File: config.mk
export PLATFORM = sky130hd
export DESIGN_NAME = netbus_rx_port_flat
export DESIGN_NICKNAME = d
export VERILOG_FILES = /design/src/rtl/netbus_rx_port_if.sv /design/src/rtl/netbus_rx_port.sv /design/src/flat_wrapper.sv
export SDC_FILE = /design/constraint.sdc
export NUM_CORES = 1
export LEC_CHECK = 0
export BUFFER_PORTS_ARGS = -buffer_cell sky130_fd_sc_hd__buf_2
export CORE_MARGIN = 5
export CORE_UTILIZATION = 40
export CTS_CLUSTER_DIAMETER = 40
export DETAILED_ROUTE_END_ITERATION = 10
export GPL_ROUTABILITY_DRIVEN = 0
export PLACE_DENSITY_LB_ADDON = 0.12
export SYNTH_ARGS = -nofsm -noshare
export SYNTH_HDL_FRONTEND = slang
export SYNTH_SLANG_ARGS = --single-unit
File: constraint.sdc
create_clock -name CLK -period 3.9 [get_ports CLK]
set_clock_uncertainty 0.15 [all_clocks]
set_input_delay 0.195 -clock CLK [delete_from_list [all_inputs] [get_ports CLK]]
set_output_delay 0.195 -clock CLK [all_outputs]
set_load 0.03 [all_outputs]
File: src/rtl/netbus_rx_port_if.sv
// rtl/netbus_rx_port_if.sv - NetBus receive-leg flit bus bundle
//
// Purpose: groups the transmitter-facing input stream (WDATA/WVALID/WREADY)
// and the consumer-facing output stream (DATA/VALID/READY) of one NetBus
// receive port. Flit width W = DATA_WIDTH*9 + 14.
//
// Modports:
//   slave  - the receive port itself: takes WDATA/WVALID/READY,
//            drives WREADY/DATA/VALID.
//   master - the surrounding environment (transmitter + local consumer).

interface netbus_rx_port_if #(
  parameter int DATA_WIDTH = 4
);
  localparam int W = DATA_WIDTH * 9 + 14;

  logic [W-1:0] WDATA;
  logic         WVALID;
  logic         WREADY;
  logic [W-1:0] DATA;
  logic         VALID;
  logic         READY;

  modport slave (
    input  WDATA,
    input  WVALID,
    input  READY,
    output WREADY,
    output DATA,
    output VALID
  );

  modport master (
    output WDATA,
    output WVALID,
    output READY,
    input  WREADY,
    input  DATA,
    input  VALID
  );
endinterface

File: src/rtl/netbus_rx_port.sv
// rtl/netbus_rx_port.sv - NetBus broadcast-leg receive endpoint
//
// Purpose: claims flits addressed to NODE_ADDR from the broadcast
// transmitter, buffers them in a show-ahead FIFO, presents them to the
// local consumer, and checks SOP/EOP framing.
//
// Ports:
//   CLK      in   clock, rising edge
//   RESETN   in   asynchronous active-low reset
//   bus      slave modport of netbus_rx_port_if
//            WDATA/WVALID in, WREADY out  - transmitter side
//            DATA/VALID out, READY in     - local consumer side
//   ERR      out  sticky framing-error flag
//   PKT_CNT  out  accepted EOP flit count, wraps at 16 bits
//
// Flit layout: [7:0] DEST, [8] SOP, [9] EOP, [13:10] VLEN, [W-1:14] payload.

module netbus_rx_port #(
  parameter int         DATA_WIDTH = 4,
  parameter logic [7:0] NODE_ADDR  = 8'h00,
  parameter int         FIFO_DEPTH = 4
) (
  input  logic           CLK,
  input  logic           RESETN,
  netbus_rx_port_if.slave bus,
  output logic           ERR,
  output logic [15:0]    PKT_CNT
);

  localparam int W  = DATA_WIDTH * 9 + 14;
  localparam int AW = $clog2(FIFO_DEPTH);
  localparam logic [AW:0] DEPTH_C = (AW + 1)'(FIFO_DEPTH);

  typedef enum logic {
    IDLE,
    IN_PKT
  } state_t;

  // ------------------------------------------------------------------
  // State
  // ------------------------------------------------------------------
  logic [W-1:0]  mem_q [FIFO_DEPTH];
  logic [W-1:0]  mem_d [FIFO_DEPTH];
  logic [AW-1:0] wr_ptr_q, wr_ptr_d;
  logic [AW-1:0] rd_ptr_q, rd_ptr_d;
  logic [AW:0]   count_q, count_d;
  state_t        state_q, state_d;
  logic          err_q, err_d;
  logic [15:0]   pkt_cnt_q, pkt_cnt_d;

  // ------------------------------------------------------------------
  // Handshake decode
  // ------------------------------------------------------------------
  logic match;
  logic full;
  logic empty;
  logic wready;
  logic in_xfer;
  logic out_xfer;
  logic flit_sop;
  logic flit_eop;

  assign match    = (bus.WDATA[7:0] == NODE_ADDR);
  assign full     = (count_q == DEPTH_C);
  assign empty    = (count_q == '0);
  // WREADY is independent of WVALID so the transmitter's OR of all legs'
  // READY only ever reflects the addressed node.
  assign wready   = match & ~full;
  assign in_xfer  = bus.WVALID & wready;
  assign out_xfer = ~empty & bus.READY;
  assign flit_sop = bus.WDATA[8];
  assign flit_eop = bus.WDATA[9];

  assign bus.WREADY = wready;
  assign bus.VALID  = ~empty;
  assign bus.DATA   = mem_q[rd_ptr_q];
  assign ERR        = err_q;
  assign PKT_CNT    = pkt_cnt_q;

  // ------------------------------------------------------------------
  // Framing FSM: decides whether an accepted flit is stored, and
  // updates the error flag and packet counter.
  // ------------------------------------------------------------------
  logic push;
  logic pkt_inc;
  logic err_set;

  always_comb begin
    state_d = state_q;
    push    = 1'b0;
    pkt_inc = 1'b0;
    err_set = 1'b0;

    if (in_xfer) begin
      unique case (state_q)
        IDLE: begin
          if (flit_sop) begin
            push = 1'b1;
            if (flit_eop) begin
              pkt_inc = 1'b1;
            end else begin
              state_d = IN_PKT;
            end
          end else begin
            // Orphan continuation flit: swallowed so the transmitter is
            // not stalled, but never forwarded.
            err_set = 1'b1;
          end
        end
        IN_PKT: begin
          // A SOP here truncates the open packet; the new flit is kept and
          // starts the next packet, so the next state depends only on EOP.
          push    = 1'b1;
          err_set = flit_sop;
          if (flit_eop) begin
            pkt_inc = 1'b1;
            state_d = IDLE;
          end
        end
        default: state_d = IDLE;
      endcase
    end
  end

  // ------------------------------------------------------------------
  // FIFO bookkeeping
  // ------------------------------------------------------------------
  logic pop;
  assign pop = out_xfer;

  always_comb begin
    mem_d    = mem_q;
    wr_ptr_d = wr_ptr_q;
    rd_ptr_d = rd_ptr_q;
    count_d  = count_q;

    if (push) begin
      mem_d[wr_ptr_q] = bus.WDATA;
      wr_ptr_d        = wr_ptr_q + AW'(1);
    end
    if (pop) begin
      rd_ptr_d = rd_ptr_q + AW'(1);
    end

    unique case ({push, pop})
      2'b10:   count_d = count_q + (AW + 1)'(1);
      2'b01:   count_d = count_q - (AW + 1)'(1);
      default: count_d = count_q;
    endcase
  end

  always_comb begin
    err_d     = err_q | err_set;
    pkt_cnt_d = pkt_inc ? pkt_cnt_q + 16'd1 : pkt_cnt_q;
  end

  // ------------------------------------------------------------------
  // Registers
  // ------------------------------------------------------------------
  always_ff @(posedge CLK or negedge RESETN) begin
    if (!RESETN) begin
      wr_ptr_q  <= '0;
      rd_ptr_q  <= '0;
      count_q   <= '0;
      state_q   <= IDLE;
      err_q     <= 1'b0;
      pkt_cnt_q <= 16'd0;
    end else begin
      wr_ptr_q  <= wr_ptr_d;
      rd_ptr_q  <= rd_ptr_d;
      count_q   <= count_d;
      state_q   <= state_d;
      err_q     <= err_d;
      pkt_cnt_q <= pkt_cnt_d;
    end
  end

  // Payload storage carries no reset; occupancy is tracked by count_q.
  always_ff @(posedge CLK) begin
    mem_q <= mem_d;
  end

endmodule

File: src/flat_wrapper.sv
// flat-port wrapper written by rule: the top's interface ports become plain ports
module netbus_rx_port_flat 
#(
  parameter int         DATA_WIDTH = 4,
  parameter logic [7:0] NODE_ADDR  = 8'h00,
  parameter int         FIFO_DEPTH = 4
)
  (CLK, RESETN, ERR, PKT_CNT, bus_WDATA, bus_WVALID, bus_READY, bus_WREADY, bus_DATA, bus_VALID);
  netbus_rx_port_if #(.DATA_WIDTH(DATA_WIDTH)) bus_i ();
  input  logic CLK;
  input  logic RESETN;
  output logic ERR;
  output logic [15:0] PKT_CNT;
  input wire logic [$bits(bus_i.WDATA)-1:0] bus_WDATA;
  input wire logic [$bits(bus_i.WVALID)-1:0] bus_WVALID;
  input wire logic [$bits(bus_i.READY)-1:0] bus_READY;
  output wire logic [$bits(bus_i.WREADY)-1:0] bus_WREADY;
  output wire logic [$bits(bus_i.DATA)-1:0] bus_DATA;
  output wire logic [$bits(bus_i.VALID)-1:0] bus_VALID;
  assign bus_i.WDATA = bus_WDATA;
  assign bus_i.WVALID = bus_WVALID;
  assign bus_i.READY = bus_READY;
  assign bus_WREADY = bus_i.WREADY;
  assign bus_DATA = bus_i.DATA;
  assign bus_VALID = bus_i.VALID;
  netbus_rx_port #(.DATA_WIDTH(DATA_WIDTH), .NODE_ADDR(NODE_ADDR), .FIFO_DEPTH(FIFO_DEPTH)) u_core (.CLK(CLK), .RESETN(RESETN), .bus(bus_i), .ERR(ERR), .PKT_CNT(PKT_CNT));
endmodule
**Word-level counts from Yosys, hierarchy flattened**

Index checks and enable logic that the tools add are counted.

- Input bits: 54
- Flip-flop bits (word level): 225
- Output and inout bits: 69

- Mux-type cells: 20
- Eq/ne operators: 3
- Order comparisons: 3
- Reductions and logical operators: 4
- $add $sub $neg: 5
- Bitwise gates (word level): 9

Operator list:

| kind | count |
|---|---|
| 200-bit bitwise mux | 1 |
| 50-bit two-way mux | 3 |
| 50-bit binary-select mux with 2-bit select | 1 |
| 50-bit demux with 2-bit select | 1 |
| 16-bit by 1-bit adder with 16-bit output (second input constant) | 1 |
| 1-bit two-way mux | 9 |
| 8-bit logical NOT | 1 |
| 1-bit case mux with 2 select lines | 4 |
| 3-bit >= comparator (second input constant) | 2 |
| 2-bit inverter with 3-bit output | 2 |
| 3-bit case mux with 2 select lines | 1 |
| 2-bit by 1-bit adder with 2-bit output (second input constant) | 2 |
| 3-bit by 1-bit adder with 3-bit output (second input constant) | 1 |
| 1-bit bitwise AND | 3 |
| 3-bit equality test (second input constant) | 1 |
| 3-bit logical NOT | 1 |
| 3-bit by 1-bit less-than comparator with 1-bit output (second input constant) | 1 |
| 1-bit inverter | 3 |
| 3-bit by 1-bit subtractor with 3-bit output (second input constant) | 1 |
| 2-bit by 1-bit equality test with 1-bit output (second input constant) | 1 |
| 2-bit equality test (second input constant) | 1 |
| 2-bit nonzero test | 1 |
| 1-bit logical AND | 1 |
| 1-bit bitwise OR | 1 |

**Depth between registers and ports, before layout**

- Depth after elaboration: 7
- Gate-level depth with buffers: 10
- Depth with buffers taken out: 10

**Worst setup path before layout**

No wires, ideal clock.

- Kind: register to register
- Start point: register u_core.count_q[2]
- End point: register u_core.mem_q[0] (netlist name) (enable)
- Setup time: 413 ps
- Clock period less this slack: 2784 ps
- Setup slack: 1116 ps
- Arrival time: 2221 ps
- Cell stages (with the launch flop): 5
- Cell sequence: dfrtp_1 or3b_1 nand3_2 nor3b_4 and2_1

- Longest elaborated chain between the ends: 5

RTL lines:

| what | line | source |
|---|---|---|
| start: declaration | netbus_rx_port.sv:46 | `logic [AW:0] count_q, count_d;` |
| start signal: assignment | netbus_rx_port.sv:171 | `count_q <= count_d;` |
| 3-bit equality test | netbus_rx_port.sv:64 | `assign full = (count_q == DEPTH_C);` |
| 1-bit inverter | netbus_rx_port.sv:68 | `assign wready = match & ~full;` |
| 1-bit bitwise AND | netbus_rx_port.sv:68 |  |
| 1-bit bitwise AND | netbus_rx_port.sv:69 | `assign in_xfer = bus.WVALID & wready;` |
| 1-bit two-way mux | netbus_rx_port.sv:94 | `if (in_xfer) begin` |
| end signal: assignment | netbus_rx_port.sv:180 | `mem_q <= mem_d;` |
| end: declaration | netbus_rx_port.sv:42 | `logic [W-1:0] mem_q [FIFO_DEPTH];` |

Every way passes these cells.
A chain may end at the register's enable or synchronous reset.

**Final worst setup path**

- Start point: register u_core.rd_ptr_q[0]
- End point: output port bus_DATA[12]

- Longest elaborated chain between the ends: 4

RTL lines:

| what | line | source |
|---|---|---|
| start: declaration | netbus_rx_port.sv:45 | `logic [AW-1:0] rd_ptr_q, rd_ptr_d;` |
| start signal: assignment | netbus_rx_port.sv:170 | `rd_ptr_q <= rd_ptr_d;` |
| 2-bit inverter with 3-bit output (implied by the code) | netbus_rx_port.sv:76 | `assign bus.DATA = mem_q[rd_ptr_q];` |
| 50-bit binary-select mux with 2-bit select | netbus_rx_port.sv:76 |  |
| 50-bit two-way mux (implied by the code) (2 in series) | netbus_rx_port.sv:76 |  |
| end: declaration | flat_wrapper.sv:18 | `output wire logic [$bits(bus_i.DATA)-1:0] bus_DATA;` |

Every way passes these cells. The select of a mux whose other input is x is not followed.

==> summary.md <==
| Metric | Value |
|---|---|
| Initial antenna violation count | `0` |
| Cell count after placement | `769` |
| Register area | `6640 um^2` |
| Crit Path Class | `register to output port` |
| Die height | `156 um` |
| Met2 usage | `23.9%` |
| Setup crit end kind | `output port` |
| Setup-failing EPs final | `0` |
| Routed vias/inst | `4.91` |
| GR Util met3 | `3.13%` |
| Arrival @ worst endpoint | `2.55 ns` |
| Worst-Margin Slew | `0.736 ns` |
| Number of synthesized register bits | `225` |
| Leading area contributor after synthesis | `edfxtp_1` |
| # diodes | `0` |
| Core area | `21,000 um^2` |
| Pin count of the biggest net entering global routing | `37` |
| Setup crit start kind | `register` |
| Max-slew violation count | `0` |
| Max clock buf depth | `3` |
| Rows | `53` |
| Vias in the first global route | `4,841` |
| Register area share after synthesis | `77.8%` |
| Final instance area | `11,100 um^2` |
| Postcts setup bufs | `0` |
| GRT busiest layer | `met2` |
| Hold Fails Final Rpt | `0` |
| Net Count, Synth | `441` |
| Synth area leaders | `edfxtp_1 70%, mux4_2 13%, dfrtp_1 7.3%, xnor2_1 1.4%, ha_1 1.0%` |
| DIE WIDTH | `156 um` |
| Pwr dens | `663 nW/um^2` |
| Overall power | `7370 uW` |
| Period utilization | `74.1%` |
| Top-area cell type share of the netlist area | `70.5%` |
| Post-route ant nets | `0` |
| Final HPWL DP | `10,500 um` |
| Io pins | `123` |
| Vias | `4,313` |
| Warnings, synthesis | `0` |
| Number of nets in the layout | `643` |
| GRT Overall Usage | `13.9%` |
| Max cap viols | `0` |
| Commonest non-fill, non-tap cell in the layout | `edfxtp_1` |
| Fillers | `1,678` |
| Mapped Area | `8520 um^2` |
| LEAKAGE | `0.00400 uW` |
| PortBufs | `122` |
| WP data required | `3.56 ns` |
| Share of cells above drive strength 1 | `39.9%` |
| Total grt overflow | `0` |
| Grt met1 use | `18.0%` |
| Clock Pin Slew Worst Setup and Hold Paths | `0.05 ns` |
| RSZ-0062 raised after global routing | `no` |
| Setup tns final | `0 ns` |
| VDD IR-drop max | `0.396 mV` |
| First-pass GRT wire length | `26,300 um` |
| Slew HR | `50.9%` |
| CTS tree | `yes` |
| Mean Syn Cell Area | `22.5 um^2` |
| Mapped Cells | `379` |
| CTS Root Cell | `clkbuf_16` |
| Fmax | `0.346 GHz` |
| Hold Path Class | `primary input to asynchronous set/reset pin` |
| Final min period | `2.89 ns` |
| H-tree levels | `1` |
| Final worst slack | `1.01 ns` |
| Multi-input combinational cell area | `1790 um^2` |
| Clock Latency Late Sink | `0.53 ns` |
| DP Area | `9520 um^2` |
| WL/cell | `19.3 um` |
| Outcome | `finished, final reports clean` |
| CTS Hold Bufs | `54` |
| Iter 0 DRT Violations | `225` |
| Pre-antenna DRT Iters | `5` |
| DRT Wirelength | `16,900 um` |
| Leading cell types in the layout, fill and taps excluded | `200 x edfxtp_1, 122 x buf_2, 54 x dlygate4sd3_1` |
| Yosys cell types | `34` |
| Critical Path Fanout Max | `36` |
| Initial core utilization | `40.5%` |
| Sink Count | `225` |
| Worst slack, placed | `1.15 ns` |
| Fin cells | `879` |
| Total CTS buffers | `31` |
| Synthesis-to-finish area growth | `30.4%` |
| Post-CTS Resized | `0` |
| Die area | `24,300 um^2` |
| DRC Markers | `0` |
[per-layer routing]
| metal | wire (um) | part of all wire (%) |
|---|---|---|
| met1 | 7270 | 43 |
| met2 | 8470 | 50 |
| met3 | 950 | 5.6 |
| met4 | 238 | 1.4 |
| met5 | 0 | 0 |
[Yosys cell counts]
cell      number
inv_1         10
clkbuf_1       5
nor4_4         2
dfrtp_1       25
nand2_1        5
or2_2          1
nor3b_1        1
nand3_2        1
or3b_1         1
and3_1         2
xnor2_1       14
nand3_1        7
nor3b_4        1
buf_2          8
o211ai_1       1
buf_4          1
or3_1          1
ha_1           7
o21bai_1       1
and4bb_2       1
nor4b_2        1
xor2_1         7
o21ai_0        1
mux4_2        50
fa_1           1
mux2_1         1
nand4_1        7
a32oi_1        1
edfxtp_1     200
nor2_1         3
and4_1         2
nor3_1         3
mux2_2         1
and2_1         6
[cells by family (layout without fill, tap and decap cells)]
kind of cell	Yosys count	in the layout	share of synthesized area [%]
flops	225	225	77.8
mux	52	52	13.5
buf+inv	24	249	1.22
xor+xnor	21	21	2.16
fa+ha+maj	8	8	1.26
simple gates	45	45	3.74
compound gates	4	4	0.338
[critical path: stages (launching register included)]
cell     delay (ns)
dfrtp_4        0.90
buf_4          0.36
mux4_2         0.53
buf_2          0.19
[sequential cells by signal, summed over array words and instances, names as in the netlist]
signal and count:
u_core.ERR 1, u_core.PKT_CNT 16, u_core.count_q 3, u_core.mem_q 200
u_core.rd_ptr_q 2, u_core.state_q 1, u_core.wr_ptr_q 2
[metrics by stage]
stage | util, % | hold WS [ns]
after floorplan | - | -0.251
after global placement | 45.3 | 0.0661
final | 52.9 | 0.0419
after CTS | 52.9 | 0.0557
after global routing | 52.9 | 0.106
after detailed placement | 45.3 | 0.0760
[power by group]
part | internal [uW] | leakage (uW) | switching, uW
clock network | 1790 | 0.000502 | 989
registers | 2660 | 0.00212 | 183
logic | 738 | 0.00138 | 1010
[worst paths after layout]
check,from,cells past startpoint,end,slack [ns]
worst min-delay path,RESETN,2,u_core.rd_ptr_q[0],0.04
worst max-delay path,u_core.rd_ptr_q[0],3,bus_DATA[12],1.01
worst min register to register,u_core.PKT_CNT[15],1,u_core.PKT_CNT[15],0.33
min in group CLK,bus_WDATA[37],2,u_core.mem_q[137],0.27
max in group asynchronous,RESETN,2,u_core.rd_ptr_q[0],3.14
worst max register to register,u_core.count_q[2],5,u_core.mem_q[157],1.42
[area by class of cell]
cell class              count  area share (%)
clock inverters            21            2.30
repair buffers            183            11.3
well taps                 275            3.10
inverters                  10           0.338
flip-flops and latches    225            59.7
multi-input cells         130            16.1
clock buffers              35            7.12
Power figures use the tool's default switching activity.
